**src/rtl/fifo_pkg.sv**
```systemverilog
// Shared definitions for the FIFO write-side logic: arbiter state encoding,
// default buffer geometry and a constant-evaluable clog2 helper.
package fifo_pkg;

    // Default FIFO geometry; the depth is always 2**width.
    localparam int DEF_BUFFER_WIDTH = 3;
    localparam int DEF_BUFFER_SIZE  = 8;

    // Write-arbiter states.
    //   IDLE  : nothing eligible this cycle
    //   ISSUE : one write presented to the FIFO this cycle
    //   STALL : a producer is waiting but the FIFO has no room
    typedef enum logic [1:0] {
        IDLE  = 2'd0,
        ISSUE = 2'd1,
        STALL = 2'd2
    } arb_state_e;

    // Ceiling log2, usable in parameter and port-width expressions.
    // Returns at least 1 so that index buses are never zero-width.
    function automatic int clog2(input int value);
        int result;
        int remain;
        result = 0;
        remain = value - 1;
        while (remain > 0) begin
            result = result + 1;
            remain = remain >>> 1;
        end
        if (result < 1) begin
            result = 1;
        end else begin
            result = result;
        end
        return result;
    endfunction

endpackage

```
**src/rtl/fifo_write_arbiter_rr_select.sv**
```systemverilog
// Round-robin selector: rotates the eligible vector so that rr_ptr lands on
// bit 0, picks the lowest set bit, then rotates the result back into an
// absolute producer index. Purely combinational.
module rr_select
    import fifo_pkg::*;
#(
    parameter int NUM_REQ = 4,
    parameter int IDX_W   = clog2(NUM_REQ)
) (
    input  logic [NUM_REQ-1:0] i_eligible,
    input  logic [IDX_W-1:0]   i_rr_ptr,
    output logic               o_valid,
    output logic [IDX_W-1:0]   o_index
);

    logic [NUM_REQ-1:0] w_rotated;
    logic [IDX_W-1:0]   w_offset;
    logic [IDX_W-1:0]   w_index;

    // Anything eligible at all means a winner exists.
    assign o_valid = |i_eligible;
    assign o_index = w_index;

    // Rotate: bit j of w_rotated is producer (rr_ptr + j) mod NUM_REQ.
    // Written as a pointer-decoded mux so every select index is a constant.
    always_comb begin
        w_rotated = '0;
        for (int p = 0; p < NUM_REQ; p++) begin
            for (int j = 0; j < NUM_REQ; j++) begin
                w_rotated[j] = w_rotated[j]
                             | ((i_rr_ptr == IDX_W'(p)) & i_eligible[(p + j) % NUM_REQ]);
            end
        end
    end

    // Priority-encode the rotated vector: lowest offset wins, so scan from
    // the top and let lower offsets overwrite.
    always_comb begin
        w_offset = '0;
        for (int off = NUM_REQ - 1; off >= 0; off--) begin
            w_offset = w_rotated[off] ? IDX_W'(off) : w_offset;
        end
    end

    // Unrotate: absolute index = (rr_ptr + offset) mod NUM_REQ, again as a
    // decoded table so non-power-of-two NUM_REQ wraps correctly.
    always_comb begin
        w_index = '0;
        for (int p = 0; p < NUM_REQ; p++) begin
            for (int off = 0; off < NUM_REQ; off++) begin
                w_index = w_index
                        | ({IDX_W{(i_rr_ptr == IDX_W'(p)) && (w_offset == IDX_W'(off))}}
                           & IDX_W'((p + off) % NUM_REQ));
            end
        end
    end

endmodule

```
**src/rtl/fifo_write_arbiter.sv**
```systemverilog
// Round-robin arbiter sharing the FIFO write port among NUM_REQ producers.
// Issues at most one registered write per cycle, never one that could
// overflow the FIFO, and acknowledges the winner with a one-hot grant.
module fifo_write_arbiter
    import fifo_pkg::*;
#(
    parameter int NUM_REQ      = 4,
    parameter int DATA_WIDTH   = 8,
    parameter int BUFFER_WIDTH = DEF_BUFFER_WIDTH,
    parameter int BUFFER_SIZE  = DEF_BUFFER_SIZE
) (
    input  logic                          clock,
    input  logic                          reset,
    input  logic [NUM_REQ-1:0]            req,
    input  logic [NUM_REQ*DATA_WIDTH-1:0] req_Data,
    input  logic [BUFFER_WIDTH:0]         counter,
    input  logic                          read_Enable,
    output logic [NUM_REQ-1:0]            grant,
    output logic                          write_Enable,
    output logic [DATA_WIDTH-1:0]         write_Data,
    output logic [clog2(NUM_REQ)-1:0]     grant_Id,
    output logic                          stall
);

    localparam int IDX_W = clog2(NUM_REQ);
    localparam logic [BUFFER_WIDTH+1:0] SIZE_V = (BUFFER_WIDTH + 2)'(BUFFER_SIZE);
    localparam logic [IDX_W-1:0]        LAST_IDX = IDX_W'(NUM_REQ - 1);

    // Registered state and outputs.
    arb_state_e              r_state;
    logic [NUM_REQ-1:0]      r_grant;
    logic                    r_write_en;
    logic [DATA_WIDTH-1:0]   r_write_data;
    logic [IDX_W-1:0]        r_grant_id;
    logic [IDX_W-1:0]        r_rr_ptr;

    // Combinational decode.
    logic [NUM_REQ-1:0]      w_eligible;
    logic [BUFFER_WIDTH+1:0] w_fill;
    logic                    w_space;
    logic                    w_sel_valid;
    logic [IDX_W-1:0]        w_sel_idx;
    logic [NUM_REQ-1:0]      w_sel_onehot;
    logic [DATA_WIDTH-1:0]   w_sel_data;

    arb_state_e              w_next_state;
    logic [NUM_REQ-1:0]      w_next_grant;
    logic                    w_next_write_en;
    logic [DATA_WIDTH-1:0]   w_next_write_data;
    logic [IDX_W-1:0]        w_next_grant_id;
    logic [IDX_W-1:0]        w_next_rr_ptr;

    // read_Enable is deliberately not credited towards free space: the FIFO
    // favours the write when both strobes coincide, so a pending read does
    // not guarantee a slot. It is kept on the port for the FIFO interface.
    logic w_unused_read_enable;
    assign w_unused_read_enable = read_Enable;

    // The grant issued last cycle doubles as the mask: that producer may
    // still hold a stale req this cycle and must not be accepted twice.
    assign w_eligible = req & ~r_grant;

    // Occupancy including a write issued last cycle that counter has not
    // caught up with yet. One extra bit keeps 8+1 from wrapping.
    assign w_fill  = {1'b0, counter} + {{(BUFFER_WIDTH + 1){1'b0}}, r_write_en};
    assign w_space = (w_fill < SIZE_V);

    rr_select #(
        .NUM_REQ (NUM_REQ),
        .IDX_W   (IDX_W)
    ) u_rr_select (
        .i_eligible (w_eligible),
        .i_rr_ptr   (r_rr_ptr),
        .o_valid    (w_sel_valid),
        .o_index    (w_sel_idx)
    );

    // Decode the winning index into a one-hot grant and its data word.
    always_comb begin
        w_sel_onehot = '0;
        w_sel_data   = '0;
        for (int i = 0; i < NUM_REQ; i++) begin
            w_sel_onehot[i] = (w_sel_idx == IDX_W'(i));
            w_sel_data      = w_sel_data
                            | ({DATA_WIDTH{w_sel_idx == IDX_W'(i)}}
                               & req_Data[i*DATA_WIDTH +: DATA_WIDTH]);
        end
    end

    // Next state and next registered outputs. The rule is the same from
    // every state, so STALL naturally persists until space reappears.
    always_comb begin
        w_next_state      = IDLE;
        w_next_grant      = '0;
        w_next_write_en   = 1'b0;
        w_next_write_data = '0;
        w_next_grant_id   = r_grant_id;
        w_next_rr_ptr     = r_rr_ptr;
        if (w_sel_valid && w_space) begin
            w_next_state      = ISSUE;
            w_next_grant      = w_sel_onehot;
            w_next_write_en   = 1'b1;
            w_next_write_data = w_sel_data;
            w_next_grant_id   = w_sel_idx;
            if (w_sel_idx == LAST_IDX) begin
                w_next_rr_ptr = '0;
            end else begin
                w_next_rr_ptr = w_sel_idx + IDX_W'(1);
            end
        end else if (w_sel_valid) begin
            w_next_state = STALL;
        end else begin
            w_next_state = IDLE;
        end
    end

    // State and output registers with synchronous active-low reset.
    always_ff @(posedge clock) begin
        if (!reset) begin
            r_state      <= IDLE;
            r_grant      <= '0;
            r_write_en   <= 1'b0;
            r_write_data <= '0;
            r_grant_id   <= '0;
            r_rr_ptr     <= '0;
        end else begin
            r_state      <= w_next_state;
            r_grant      <= w_next_grant;
            r_write_en   <= w_next_write_en;
            r_write_data <= w_next_write_data;
            r_grant_id   <= w_next_grant_id;
            r_rr_ptr     <= w_next_rr_ptr;
        end
    end

    assign grant        = r_grant;
    assign write_Enable = r_write_en;
    assign write_Data   = r_write_data;
    assign grant_Id     = r_grant_id;
    assign stall        = (r_state == STALL);

endmodule

```
**config.mk**
```make
export PLATFORM = sky130hd
export DESIGN_NAME = fifo_write_arbiter
export DESIGN_NICKNAME = d
export VERILOG_FILES = /design/src/rtl/fifo_pkg.sv /design/src/rtl/fifo_write_arbiter_rr_select.sv /design/src/rtl/fifo_write_arbiter.sv
export SDC_FILE = /design/constraint.sdc
export NUM_CORES = 1
export LEC_CHECK = 0
export CORE_MARGIN = 4
export CORE_UTILIZATION = 38
export DETAILED_ROUTE_END_ITERATION = 12
export HOLD_SLACK_MARGIN = 0.03
export PLACE_DENSITY_LB_ADDON = 0.08
export REMOVE_ABC_BUFFERS = 1
export SKIP_LAST_GASP = 1
export SYNTH_ARGS = -nofsm -noshare
export SYNTH_HDL_FRONTEND = slang
export SYNTH_SLANG_ARGS = --single-unit
```
**constraint.sdc**
```tcl
create_clock -name clock -period 5.2 [get_ports clock]
set_clock_uncertainty 0.05 [all_clocks]
set_input_delay 1.56 -clock clock [delete_from_list [all_inputs] [get_ports clock]]
set_output_delay 1.56 -clock clock [all_outputs]
set_load 0.01 [all_outputs]
```
==> results.cfg <==
[worst_setup_path]
crit_type = in2reg
worst_setup_path_end_kind = flip-flop
crit_buf_inv = 1
r2r_end = write_Data[2]
path_max_fanout = 9
max_stage_delay_ns = 0.47
crit_arrival_ns = 3.57
critPathLaunchType = input port
cp.required_ns = 5.38
crit_start = req[3]
r2r_setup_slack_ns = 3.12
crit_top_cell = a21oi_1
cp_slowest_cell = clkdlybuf4s50_1
critPathTopFamily = compound AO/OA/AOI/OAI gates
path_cells = clkdlybuf4s50_1 -> nor2b_1 -> a21oi_1 -> o21ai_0 -> and2_1 -> ha_1 -> a22oi_1 -> a21oi_1
r2r-start = grant[1]
r2r_cells = 7

[floorplan]
die_x_um = 57.00
num_rows = 17
start_util_pct = 40.46
pin_count = 59
dieArea_um2 = 3248
core_um2 = 2255
die_h_um = 57.00

[min_path]
holdCritPathClass = reg2reg
min_path_cells = 2
hold_path_end = grant_Id[1]
min-delay-start = grant_Id[1]

[synthesis]
ys_ff_latch = 18
synth_top_area_share_pct = 39.51
netlist_area_um2 = 912.1
synth_cells = 96
synth_edf_count = 0
yosysWarnings = 0
synth_commonest_cells = dfxtp_1 (18), a22oi_1 (16), a21oi_1 (9), and3_2 (5)
synthTopCellsByArea = dfxtp_1 (40%), a22oi_1 (13%), ha_1 (5.5%), a21oi_1 (4.9%), and3_2 (4.1%)
ys_seq_area_share_pct = 39.51
synth_most_common_cell = dfxtp_1
syn_area_per_cell_um2 = 9.501
netlist-cell-type-count = 36
synthFlopType = dfxtp_1
synth_top_cell_by_area = dfxtp_1
synthArstFlopShare_pct = 0

[pwr]
p_leak_nw = 0.5769
power.clock.fraction_pct = 22.1
powerDensity_nw_per_um2 = 258.3
power.internal_mw = 0.2748
switchingPower_mw = 0.1166
p_seq_share_pct = 40.6
peakVddDrop_v = 0.0001386
combPwrFrac_pct = 37.3
switching_share_pct = 29.79

[placement]
dpl.hpwl_um = 2077
dp_cells = 174
portBuffers = 57
place_ws_ns = 1.549
post_dp_cell_area_um2 = 1479
gp_congestion = 0.7720

[timing]
hold-worst-slack_ns = 0.4701
period_needed_ns = 3.391
worst_pin_slew_ns = 0.5299
slew_headroom_pct = 64.67
fin_ws_ns = 1.809
drv_slew = 0
rsz0062_at_grt = false
hold_violations = 0
fin_crit_sh_pct = 65.21
tns_ns = 0
setup_viol = 0
clock.fmax_mhz = 294.9

[routing]
postRouteAntennaNets = 0
totalWireLength_um = 2623
dr.first_iter.drc_count = 19
dr.pass1.iters = 4
drc = 0
detail_route.wl_per_cell_um = 14.74
viasPerCell = 5.354
vias = 953

[cts]
cts-root-buf = clkbuf_4
worstSkewPairLatency_ns = 0.29
path_clk_slew_ns = 0.11
cts_buffer_depth = 2
ctsResizeCount = 0
cts_buffers = 3
cts_sinks = 18
ctsHoldBuffers = 0
cts_tree = built
htreeDepth = 1
cts_setup_buffers = 0

[layout]
diodes = 0
final_nets = 198
fillers = 198
drive_gt1_share_pct = 11.33
design_area_um2 = 1515
areaGrowthSynthToFinish_pct = 66.12
layout.cells.non_filler = 178

[global_route]
antenna_found_initial = 0
grt_usage_pct = 16.27
grt_pass1_wl_um = 4222
grt_pass1_vias = 988
grt_max_degree = 12
overflow = 0

[flow_run]
drv_cap = 0

[outcome]
status = finished, final reports clean
[worst max-delay path by stage]
stage,slack [ns],cells past startpoint,end
6_report,1.81,8,write_Data[2]
5_1_grt,1.66,8,write_Data[3]
3_3_place_gp,1.56,8,write_Data[2]
4_1_cts,1.84,8,write_Data[6]
2_1_floorplan,2.25,7,write_Data[0]
3_5_place_dp,1.55,8,write_Data[6]
[power by group through the flow]
stage,Clock [mW],Sequential (mW),Combinational [mW]
3_3_place_gp,0,0.161,0.143
5_1_grt,0.0927,0.161,0.160
2_1_floorplan,0,0.166,0.0694
6_report,0.0865,0.159,0.146
4_1_cts,0.0884,0.159,0.147
3_5_place_dp,0,0.162,0.146
[state kept, by name (all words and copies together), names as in the netlist]
signal / count
grant: 4
grant_Id: 2
write_Data: 8
r_state: 2
r_rr_ptr: 2
[kinds of logic after synthesis]
kind of cell / synth area share [%]
compound gates: 31.28
fa+ha+maj: 5.487
buf+inv: 5.074
flops: 39.51
mux: 1.097
simple gates: 17.56
[worst reg2reg max path, delay by kind of cell, from the launching register on]
family | cells | cell delay, ns
flip-flops | 1 | 0.32
AND/OR/NAND/NOR | 2 | 0.45
AO/OA/AOI/OAI | 4 | 0.80
adder cells (fa/ha/maj) | 1 | 0.41
[layout make-up]
cell class | instances | area [um^2] | area share [%]
Clock buffer | 4 | 36.28 | 2.395
Inverter | 2 | 7.507 | 0.4955
Multi-Input combinational cell | 69 | 505.5 | 33.36
Sequential cell | 18 | 360.3 | 23.78
Tap cell | 28 | 35.03 | 2.312
Timing Repair Buffer | 57 | 570.5 | 37.65
[through the flow]
step | power (mW) | utilization [%]
after floorplan | 0.2352 | -
after global placement | 0.3041 | 65.59
after detailed placement | 0.3084 | 65.59
after CTS | 0.3943 | 67.20
after global routing | 0.4139 | 67.20
final | 0.3914 | 67.20
[cell usage in the layout, fill, tap and decap left out, types with 3 or more instances in the layout]
cell type / n
ha_1: 4
and3_2: 5
a21oi_1: 9
clkbuf_4: 3
a22oi_1: 16
nand2_1: 3
dfxtp_1: 18
clkdlybuf4s50_1: 57
nor2_1: 4
[layer usage]
metal | wire, um | GRT usage (%) | up-vias
li1 | - | - | 468
met1 | 1041 | 18.21 | 448
met2 | 1327 | 30.18 | 35
met3 | 237 | 4.525 | 2
met4 | 17 | 3.974 | 0
met5 | 0 | 0 | -
No activity file was read; power rests on OpenSTA's default activity.
